==> config.mk <==
export PLATFORM = sky130hd
export DESIGN_NAME = dmem_seq_arbiter
export DESIGN_NICKNAME = d
export VERILOG_FILES = /design/src/rtl/dmem_seq_arbiter_pkg.sv /design/src/rtl/dmem_seq_arbiter_rr_arb2.sv /design/src/rtl/dmem_seq_arbiter.sv
export SDC_FILE = /design/constraint.sdc
export NUM_CORES = 1
export LEC_CHECK = 0
export BUFFER_PORTS_ARGS = -buffer_cell sky130_fd_sc_hd__buf_4
export CAP_MARGIN = 20
export CORE_AREA = 2 2 117 119
export CTS_BUF_LIST = sky130_fd_sc_hd__clkbuf_4
export DETAILED_ROUTE_END_ITERATION = 16
export DIE_AREA = 0 0 119 121
export PLACE_DENSITY = 0.71
export SYNTH_ARGS = -nofsm -noshare
export SYNTH_HDL_FRONTEND = slang
export SYNTH_HIERARCHICAL = 1
export SYNTH_SLANG_ARGS = --single-unit
==> constraint.sdc <==
create_clock -name clk_i -period 1.8 [get_ports clk_i]
set_input_delay 0.18 -clock clk_i [delete_from_list [all_inputs] [get_ports clk_i]]
set_output_delay 0.18 -clock clk_i [all_outputs]
set_load 0.02 [all_outputs]
==> src/rtl/dmem_seq_arbiter_pkg.sv <==
// Shared encodings for the two-port byte-sequenced data RAM arbiter.
package dmem_pkg;

  typedef enum logic [1:0] {
    IDLE = 2'd0,
    BEAT = 2'd1,
    DONE = 2'd2
  } state_e;

  localparam int BEATS  = 4;
  localparam int BEAT_W = 2;
  localparam int P_CPU  = 0;
  localparam int P_DBG  = 1;

  // Big-endian byte lane: beat 0 carries the most significant byte.
  function automatic logic [7:0] beat_byte(input logic [31:0] word,
                                           input logic [BEAT_W-1:0] beat);
    return word[8*(BEATS-1-int'(beat)) +: 8];
  endfunction

endpackage

==> src/rtl/dmem_seq_arbiter_rr_arb2.sv <==
// Two-way round-robin arbiter: a sole requester wins, a tie goes to the
// port that was not granted last. Purely combinational, one-hot grant.
module rr_arb2
  import dmem_pkg::*;
(
  input  logic [1:0] req_i,
  input  logic       last_grant_i,
  output logic [1:0] gnt_o
);

  always_comb begin
    gnt_o = 2'b00;
    if (req_i[P_CPU] && (!req_i[P_DBG] || last_grant_i == 1'(P_DBG))) begin
      gnt_o[P_CPU] = 1'b1;
    end else if (req_i[P_DBG]) begin
      gnt_o[P_DBG] = 1'b1;
    end
  end

endmodule

==> src/rtl/dmem_seq_arbiter.sv <==
// Two-port word arbiter in front of a byte-wide RAM: each granted word access
// runs as four big-endian byte beats; all RAM and handshake outputs are registered.
module dmem_seq_arbiter
  import dmem_pkg::*;
#(
  parameter int DEPTH  = 32,
  parameter int ADDR_W = 5
) (
  input  logic              clk_i,
  input  logic              rst_ni,
  input  logic              req0_i,
  input  logic              req1_i,
  input  logic              wr0_i,
  input  logic              wr1_i,
  input  logic [31:0]       addr0_i,
  input  logic [31:0]       addr1_i,
  input  logic [31:0]       wdata0_i,
  input  logic [31:0]       wdata1_i,
  output logic              ack0_o,
  output logic              ack1_o,
  output logic              err_o,
  output logic [31:0]       rdata_o,
  output logic              busy_o,
  output logic              ram_en_o,
  output logic              ram_we_o,
  output logic [ADDR_W-1:0] ram_addr_o,
  output logic [7:0]        ram_wdata_o,
  input  logic [7:0]        ram_rdata_i
);

  state_e              state_q, state_d;
  logic [BEAT_W-1:0]   beat_q, beat_d;
  logic [1:0]          gnt;
  logic                grant, sel, sel_wr, sel_bad;
  logic [31:0]         sel_addr, sel_wdata;
  logic                last_grant_q, port_q, wr_q, bad_q;
  logic [ADDR_W-1:0]   base_q;
  logic [31:0]         wdata_q;
  logic [23:0]         rshift_q;
  logic [31:0]         rdata_q;
  logic                ack0_q, ack1_q, err_q, busy_q, ram_en_q, ram_we_q;
  logic [ADDR_W-1:0]   ram_addr_q;
  logic [7:0]          ram_wdata_q;

  rr_arb2 u_arb (
    .req_i        ({req1_i, req0_i}),
    .last_grant_i (last_grant_q),
    .gnt_o        (gnt)
  );

  assign sel       = gnt[P_DBG];
  assign sel_wr    = sel ? wr1_i    : wr0_i;
  assign sel_addr  = sel ? addr1_i  : addr0_i;
  assign sel_wdata = sel ? wdata1_i : wdata0_i;
  assign sel_bad   = (sel_addr[1:0] != 2'b00) || (sel_addr > 32'(DEPTH - 4));

  // Outputs lag the state by one cycle, so the ack cycle is spent in IDLE;
  // hold off grants then, since the acked requester may still show req.
  always_comb begin
    state_d = state_q;
    beat_d  = beat_q;
    grant   = 1'b0;
    case (state_q)
      IDLE: begin
        if ((|gnt) && !(ack0_q || ack1_q)) begin
          grant   = 1'b1;
          beat_d  = '0;
          state_d = sel_bad ? DONE : BEAT;
        end
      end
      BEAT: begin
        beat_d = beat_q + BEAT_W'(1);
        if (beat_q == BEAT_W'(BEATS - 1)) state_d = DONE;
      end
      DONE:    state_d = IDLE;
      default: state_d = IDLE;
    endcase
  end

  always_ff @(posedge clk_i or negedge rst_ni) begin
    if (!rst_ni) begin
      state_q      <= IDLE;
      beat_q       <= '0;
      last_grant_q <= 1'b1;
      port_q       <= 1'b0;
      wr_q         <= 1'b0;
      bad_q        <= 1'b0;
      base_q       <= '0;
      wdata_q      <= '0;
    end else begin
      state_q <= state_d;
      beat_q  <= beat_d;
      if (grant) begin
        last_grant_q <= sel;
        port_q       <= sel;
        wr_q         <= sel_wr;
        bad_q        <= sel_bad;
        base_q       <= sel_addr[ADDR_W-1:0];
        wdata_q      <= sel_wdata;
      end
    end
  end

  always_ff @(posedge clk_i or negedge rst_ni) begin
    if (!rst_ni) begin
      ram_en_q    <= 1'b0;
      ram_we_q    <= 1'b0;
      ram_addr_q  <= '0;
      ram_wdata_q <= '0;
      ack0_q      <= 1'b0;
      ack1_q      <= 1'b0;
      err_q       <= 1'b0;
      busy_q      <= 1'b0;
      rshift_q    <= '0;
      rdata_q     <= '0;
    end else begin
      ram_en_q    <= (state_q == BEAT);
      ram_we_q    <= (state_q == BEAT) && wr_q;
      ram_addr_q  <= (state_q == BEAT) ? base_q + ADDR_W'(beat_q) : '0;
      ram_wdata_q <= ((state_q == BEAT) && wr_q) ? beat_byte(wdata_q, beat_q) : 8'h00;
      ack0_q      <= (state_q == DONE) && (port_q == 1'(P_CPU));
      ack1_q      <= (state_q == DONE) && (port_q == 1'(P_DBG));
      err_q       <= (state_q == DONE) && bad_q;
      busy_q      <= (state_d != IDLE) || (state_q == DONE);
      if (ram_en_q && !ram_we_q) rshift_q <= {rshift_q[15:0], ram_rdata_i};
      // Last load byte is still on the bus in DONE; merge it straight in.
      if ((state_q == DONE) && !bad_q && !wr_q) rdata_q <= {rshift_q, ram_rdata_i};
    end
  end

  assign ack0_o      = ack0_q;
  assign ack1_o      = ack1_q;
  assign err_o       = err_q;
  assign busy_o      = busy_q;
  assign rdata_o     = rdata_q;
  assign ram_en_o    = ram_en_q;
  assign ram_we_o    = ram_we_q;
  assign ram_addr_o  = ram_addr_q;
  assign ram_wdata_o = ram_wdata_q;

endmodule

==> results of run 1 <==
-- path summary, 6_finish.rpt --
path                                               start                  endpoint  slack, ps  cells after the start
min in group asynchronous                         rst_ni   rshift_q[4]$_DFFE_PN0P_        210                      2
worst min register to register        port_q$_DFFE_PN0P_          ack0_o$_DFF_PN0_        440                      1
worst min-delay path                         addr1_i[22]      state_q[0]$_DFF_PN0_        100                      4
worst max register to register  last_grant_q$_DFFE_PN1P_         bad_q$_DFFE_PN0P_         40                      5
max in group asynchronous                         rst_ni  last_grant_q$_DFFE_PN1P_        980                      3
worst max-delay path            last_grant_q$_DFFE_PN1P_         bad_q$_DFFE_PN0P_         40                      5
-- through the flow --
stage	utilization (%)	hold WS (ps)	TNS [ps]	total power (W)	instance area, µm²
final	61.7	103	0	0.00793	8080
after global routing	61.7	60.4	-3.32	0.00847	8080
after CTS	61.4	143	-4.71	0.00799	8030
after detailed placement	52.6	191	-23.0	0.00598	6890
after global placement	52.6	181	0	0.00588	6890
after floorplan	-	-116	0	0.00496	5120
-- routing by layer --
| metal | share of wire, % | global-route usage [%] | routed length, µm |
|---|---|---|---|
| met1 | 43 | 24.7 | 5920 |
| met2 | 50 | 33.2 | 6850 |
| met3 | 5.7 | 5.69 | 776 |
| met4 | 1.3 | 6.40 | 180 |
| met5 | 0 | 0 | 0 |
-- report_power, final --
group | internal, W | switching (W)
clock | 0.000846 | 0.000993
combinational | 0.00124 | 0.00120
sequential | 0.00329 | 0.000362
total | 0.00538 | 0.00255
-- what timing repair did --
action / 4_1_cts / 5_1_grt
pin swaps: 2 / 4
hold buffers: 85 / 0
endpoints found under the hold margin: 92 / 0
buffers inserted: 1 / 0
setup endpoints to repair: 1 / 2
resized for setup: 3 / 6
-- cells in the final DEF, fill, tap and decap left out, types with 2 or more instances in the layout --
cell           Yosys  layout
mux4_2             8       8
nor3_1             2       2
and2_1             2       2
o21ai_1           43      41
and3_1             8       8
ha_1               3       3
inv_1              4       4
xnor2_1            2       2
nand2b_1           2       2
nor2_1             8       8
clkinv_2           0       5
nor4_4             0       3
mux2i_1           38      38
nand2_1           45      45
clkbuf_4           0      19
nand4_1            2       2
nor4_1            12       9
clkinv_4           0       2
bufinv_16          0       2
nand3_1            5       5
dfrtp_1          119     119
buf_4              1     204
clkinvlp_4         0       2
mux2_1            56      56
buf_12             0       5
dlygate4sd3_1      0      85
-- registers in the layout (all words and copies together), names as in the netlist, 2 cells and up --
register / flops
ram_wdata_o: 8
state_q: 2
beat_q: 2
rdata_o: 32
ram_addr_o: 5
base_q: 5
wdata_q: 32
rshift_q: 24
-- cells by family after synthesis --
logic type               Yosys count  share of synthesized area (%)
multiplexers                     103                           23.5
flip-flops                       120                           58.7
XOR/XNOR                           3                          0.514
AND/OR/NAND/NOR                   92                           8.71
buffers and inverters             29                           2.40
adder cells (fa/ha/maj)            4                           1.13
AO/OA/AOI/OAI                     49                           5.04
-- synthesized netlist by cell type (all sizes together) --
cell,instances,area [µm²]
mux4,8,180
a21boi,2,15.0
o21a,1,7.51
o21ai,43,215
nor2,8,30.0
mux2i,38,380
nand2b,2,12.5
dfrtp,119,2980
buf,9,47.6
fa,1,20.0
and3,8,50.1
nor2b,2,12.5
xnor2,2,17.5
dfstp,1,26.3
o22ai,1,6.26
and2,2,12.5
ha,3,37.5
a22o,1,8.76
nand2,45,169
clkbuf,15,56.3
xor2,1,8.76
nand3,5,25.0
or4,1,7.51
nor4b,1,8.76
nor3,3,20.0
nand4,2,12.5
a21oi,1,5.00
or4b,1,10.0
mux2,57,642
nor4,12,75.1
inv,5,18.8
-- area by class of cell --
cell class                 instances  area [µm²]  share of cell area [%]
clock buffer                      19         143                    1.77
clock inverter                    13         130                    1.61
inverter                           5        18.8                   0.232
multi-input combinational        251        2080                    25.7
sequential                       120        3000                    37.2
tap                              176         220                    2.73
timing repair buffer             294        2480                    30.7
-- worst max-delay path: cells and delay by family, from the launching register on --
family / cells / cell delay (ps)
AND/OR/NAND/NOR: 2 / 720
AO/OA/AOI/OAI: 2 / 260
flip-flops: 1 / 400
multiplexers: 1 / 260
==> flow_summary.json, run 1 <==
{
  "status": "completed",
  "grt_pass1_vias": 4588,
  "ys_warn_count": 6,
  "vdd_drop_max_mv": 0.542,
  "dp_cells": 760,
  "numPortBuffers": 192,
  "ys_types": 36,
  "vias": 4173,
  "ys_seq_area_share_pct": 58.7,
  "ys_seq_elements": 120,
  "worst_slew_pin_slew_ps": 516,
  "synth_area_per_cell_um2": 12.8,
  "timing.fmax_ghz": 0.570,
  "required_ps": 2190,
  "cts_sinks": 120,
  "drv_cap": 0,
  "setup_viol": 0,
  "cts_root_buf": "clkbuf_4",
  "endpoint_kind": "register",
  "cp_max_fo": 3,
  "grt_max_degree": 60,
  "grt-ovfl-total": 0,
  "ios": 193,
  "area_growth_syn_to_layout_pct": 57.8,
  "synthesis.nets": 546,
  "critical_path_class": "reg -> reg",
  "relSlewSlack_pct": 65.6,
  "htree_levels": 4,
  "diodes": 0,
  "dieHeight_um": 121,
  "crit_path_cell_trace": "a21boi_4 > or4b_4 > nor4_4 > o21ai_2 > mux2_4",
  "num_rows": 42,
  "finalClockSkew_ps": 11.3,
  "cts_buffer_depth": 2,
  "period_share_pct": 97.5,
  "dieArea_um2": 14400,
  "totalWireLength_um": 13700,
  "fin_cells": 878,
  "insertion_delay_ps": 490,
  "drive_gt1_share_pct": 37.0,
  "dp_slack_ps": -23.0,
  "critPathMaxStageDelay_ps": 490,
  "die_x_um": 119,
  "syn-instance-count": 400,
  "path_clk_slew_ps": 110,
  "drc": 0,
  "num-fill-cells": 1008,
  "wl_per_cell_um": 15.6,
  "core_area_um2": 13100,
  "via_per_inst": 4.75,
  "hold_class": "in -> reg",
  "drv_slew": 0,
  "synth_area_um2": 5120,
  "pwr_density_cell_nw_per_um2": 982,
  "grt.total_usage_pct": 19.8,
  "drt-initial-drc-count": 177,
  "cts_made_buffers": 17,
  "fin_nets": 835,
  "tritoncts": "yes",
  "rsz0062_at_grt": "yes",
  "first_pass_iters": 4,
  "arrival_ps": 2140,
  "postRouteAntennaNets": 0,
  "setup_slack_ps": 44.5,
  "fin_crit_ps": 1760,
  "place_hpwl_um": 8920,
  "place_congestion": 0.733,
  "grt_first_pass_wirelength_um": 22400,
  "hold_viol": 0,
  "antenna_found_initial": 0,
  "slowest_stage": "or4b_4",
  "initial_core_util_pct": 39.1,
  "crit_path_start_kind": "register",
  "p_leak_nw": 4.05
}
(Power assumes the default switching activity.)
==> run 2: changes to the inputs <==
- REMOVE_ABC_BUFFERS: default -> 1
==> run 2 against run 1 <==
Against the previous run:
- the flow now finishes with violations (negative setup slack)
- sequential share of layout area down 0.70 points
- core utilization up 1.2 points
- global-route usage about the same
- sequential cell count unchanged
- design area up 1.9%
- hold slack better by 24 ps
- first-iteration DRC count up 1.1%
- register-to-register slack worse by 60 ps
- critical path depth unchanged
- critical path type unchanged
- critical endpoint unchanged
- highest routed layer unchanged
==> flow_summary.json, run 2 (synthesis results as in run 1) <==
{
  "timing.fmax_ghz": 0.552,
  "numPortBuffers": 192,
  "drv_cap": 0,
  "final_core_util_pct": 62.9,
  "num-fill-cells": 976,
  "cts_buffer_depth": 2,
  "holdCritStartpoint": "addr1_i[30]",
  "crit_path_start_kind": "register",
  "r2r_slack_ps": -10,
  "mostFrequentLayoutCell": "buf_4",
  "setup_slack_ps": -11.9,
  "fin_crit_ps": 1810,
  "place_congestion": 0.729,
  "vdd_drop_max_mv": 0.489,
  "wl_per_cell_um": 16.1,
  "hold_class": "in -> reg",
  "grt-ovfl-total": 0,
  "grt_max_degree": 78,
  "hold_viol": 0,
  "multi_input_area_um2": 2050,
  "initial_core_util_pct": 39.1,
  "worst_slew_pin_slew_ps": 547,
  "grt.total_usage_pct": 19.8,
  "rsz0062_at_grt": "yes",
  "cts_made_buffers": 17,
  "dieHeight_um": 121,
  "period_share_pct": 101,
  "cts_sinks": 120,
  "drt-initial-drc-count": 179,
  "slowest_stage": "or4b_4",
  "num_rows": 42,
  "drc": 0,
  "antenna_found_initial": 0,
  "drive_gt1_share_pct": 37.3,
  "rr_startpoint": "last_grant_q$_DFFE_PN1P_",
  "whs_endpoint": "state_q[1]$_DFF_PN0_",
  "ios": 193,
  "via_per_inst": 4.79,
  "finalClockSkew_ps": 14.8,
  "final_area_um2": 8230,
  "violations": "negative setup slack",
  "relSlewSlack_pct": 63.5,
  "area_growth_syn_to_layout_pct": 60.9,
  "postRouteAntennaNets": 0,
  "diodes": 0,
  "mostFrequentLayoutCells": "buf_4 (205), dfrtp_1 (119), dlygate4sd3_1 (85)",
  "cp_max_fo": 3,
  "first_pass_iters": 4,
  "status": "complete, but fails checks",
  "regArea_um2": 3000,
  "endpoint_kind": "register",
  "core_area_um2": 13100,
  "dp_slack_ps": -26.0,
  "grt_first_pass_wirelength_um": 22200,
  "pwr_density_cell_nw_per_um2": 1070,
  "critical_path_class": "reg -> reg",
  "insertion_delay_ps": 510,
  "holdPathStages": 4,
  "grt_pass1_vias": 4537,
  "cts_root_buf": "clkbuf_4",
  "p_leak_nw": 4.12,
  "tritoncts": "yes",
  "reg2reg_depth": 5,
  "fin_nets": 839,
  "htree_levels": 4,
  "holdWs_ps": 127,
  "drv_slew": 0,
  "crit_path_cell_trace": "a21boi_4 > or4b_4 > nor4_4 > o21ai_2 > mux2_2",
  "totalWireLength_um": 14200,
  "die_x_um": 119,
  "path_clk_slew_ps": 110,
  "critPathMaxStageDelay_ps": 500,
  "arrival_ps": 2220,
  "tns_ps": -11.9,
  "required_ps": 2200,
  "setup_viol": 1,
  "place_hpwl_um": 8870,
  "placed_area_um2": 6870,
  "vias": 4221,
  "r2r-end": "bad_q$_DFFE_PN0P_",
  "dieArea_um2": 14400
}
-- run 2: cell count changes in the layout (fill, tap and decap cells not counted), sizes merged --
| cell | change |
|---|---|
| clkinvlp | +1 |
| buf | +2 |
| clkinv | -3 |
| bufinv | +4 |
-- run 2: power by group --
group | internal (W) | total (W) | switching [W]
clock network | 0.00139 | 0.00244 | 0.00106
logic | 0.00141 | 0.00272 | 0.00131
registers | 0.00329 | 0.00362 | 0.000331
-- run 2: per-layer routing --
layer	part of all wire [%]	GRT usage [%]	up-vias
met4	1.6	6.70	0
met1	41	23.8	2038
met2	52	34.2	145
met5	0	0	-
met3	5.7	5.64	23
li1	-	-	2015
-- run 2: worst max path at each step --
stage / startpoint / endpoint / slack [ps] / depth (start not counted)
final: last_grant_q$_DFFE_PN1P_ / bad_q$_DFFE_PN0P_ / -10 / 5
after global routing: last_grant_q$_DFFE_PN1P_ / bad_q$_DFFE_PN0P_ / -70 / 5
after CTS: last_grant_q$_DFFE_PN1P_ / bad_q$_DFFE_PN0P_ / 2 / 5
after detailed placement: last_grant_q$_DFFE_PN1P_ / bad_q$_DFFE_PN0P_ / -30 / 5
after global placement: last_grant_q$_DFFE_PN1P_ / bad_q$_DFFE_PN0P_ / 30 / 5
after floorplan: last_grant_q$_DFFE_PN1P_ / base_q[0]$_DFFE_PN0P_ / -7100 / 4
-- run 2: through the flow --
step	power, W	cells
after floorplan	0.00492	376
after global placement	0.00583	758
after detailed placement	0.00595	758
after CTS	0.00856	876
after global routing	0.00932	882
final	0.00879	882
-- run 2: what timing repair did --
action / in CTS / in global routing
gates cloned: 0 / 2
pin swaps: 1 / 2
buffers inserted: 1 / 4
hold buffers: 85 / 0
setup endpoints to repair: 1 / 41
resized for setup: 2 / 3
hold endpoints to repair: 92 / 0
-- run 2: area by class of cell --
class	instances	share of cell area, %
Sequential cell	120	36.5
Timing Repair Buffer	298	31.1
Multi-Input combinational cell	251	24.9
Clock inverter	15	3.04
Tap cell	176	2.68
Clock buffer	17	1.55
Inverter	5	0.228
-- run 2: critical path, delay by kind of cell (launching register included) --
kind | cells | cell delay (ps)
AO/OA/AOI/OAI | 2 | 300
flip-flops | 1 | 410
multiplexers | 1 | 270
AND/OR/NAND/NOR | 2 | 730
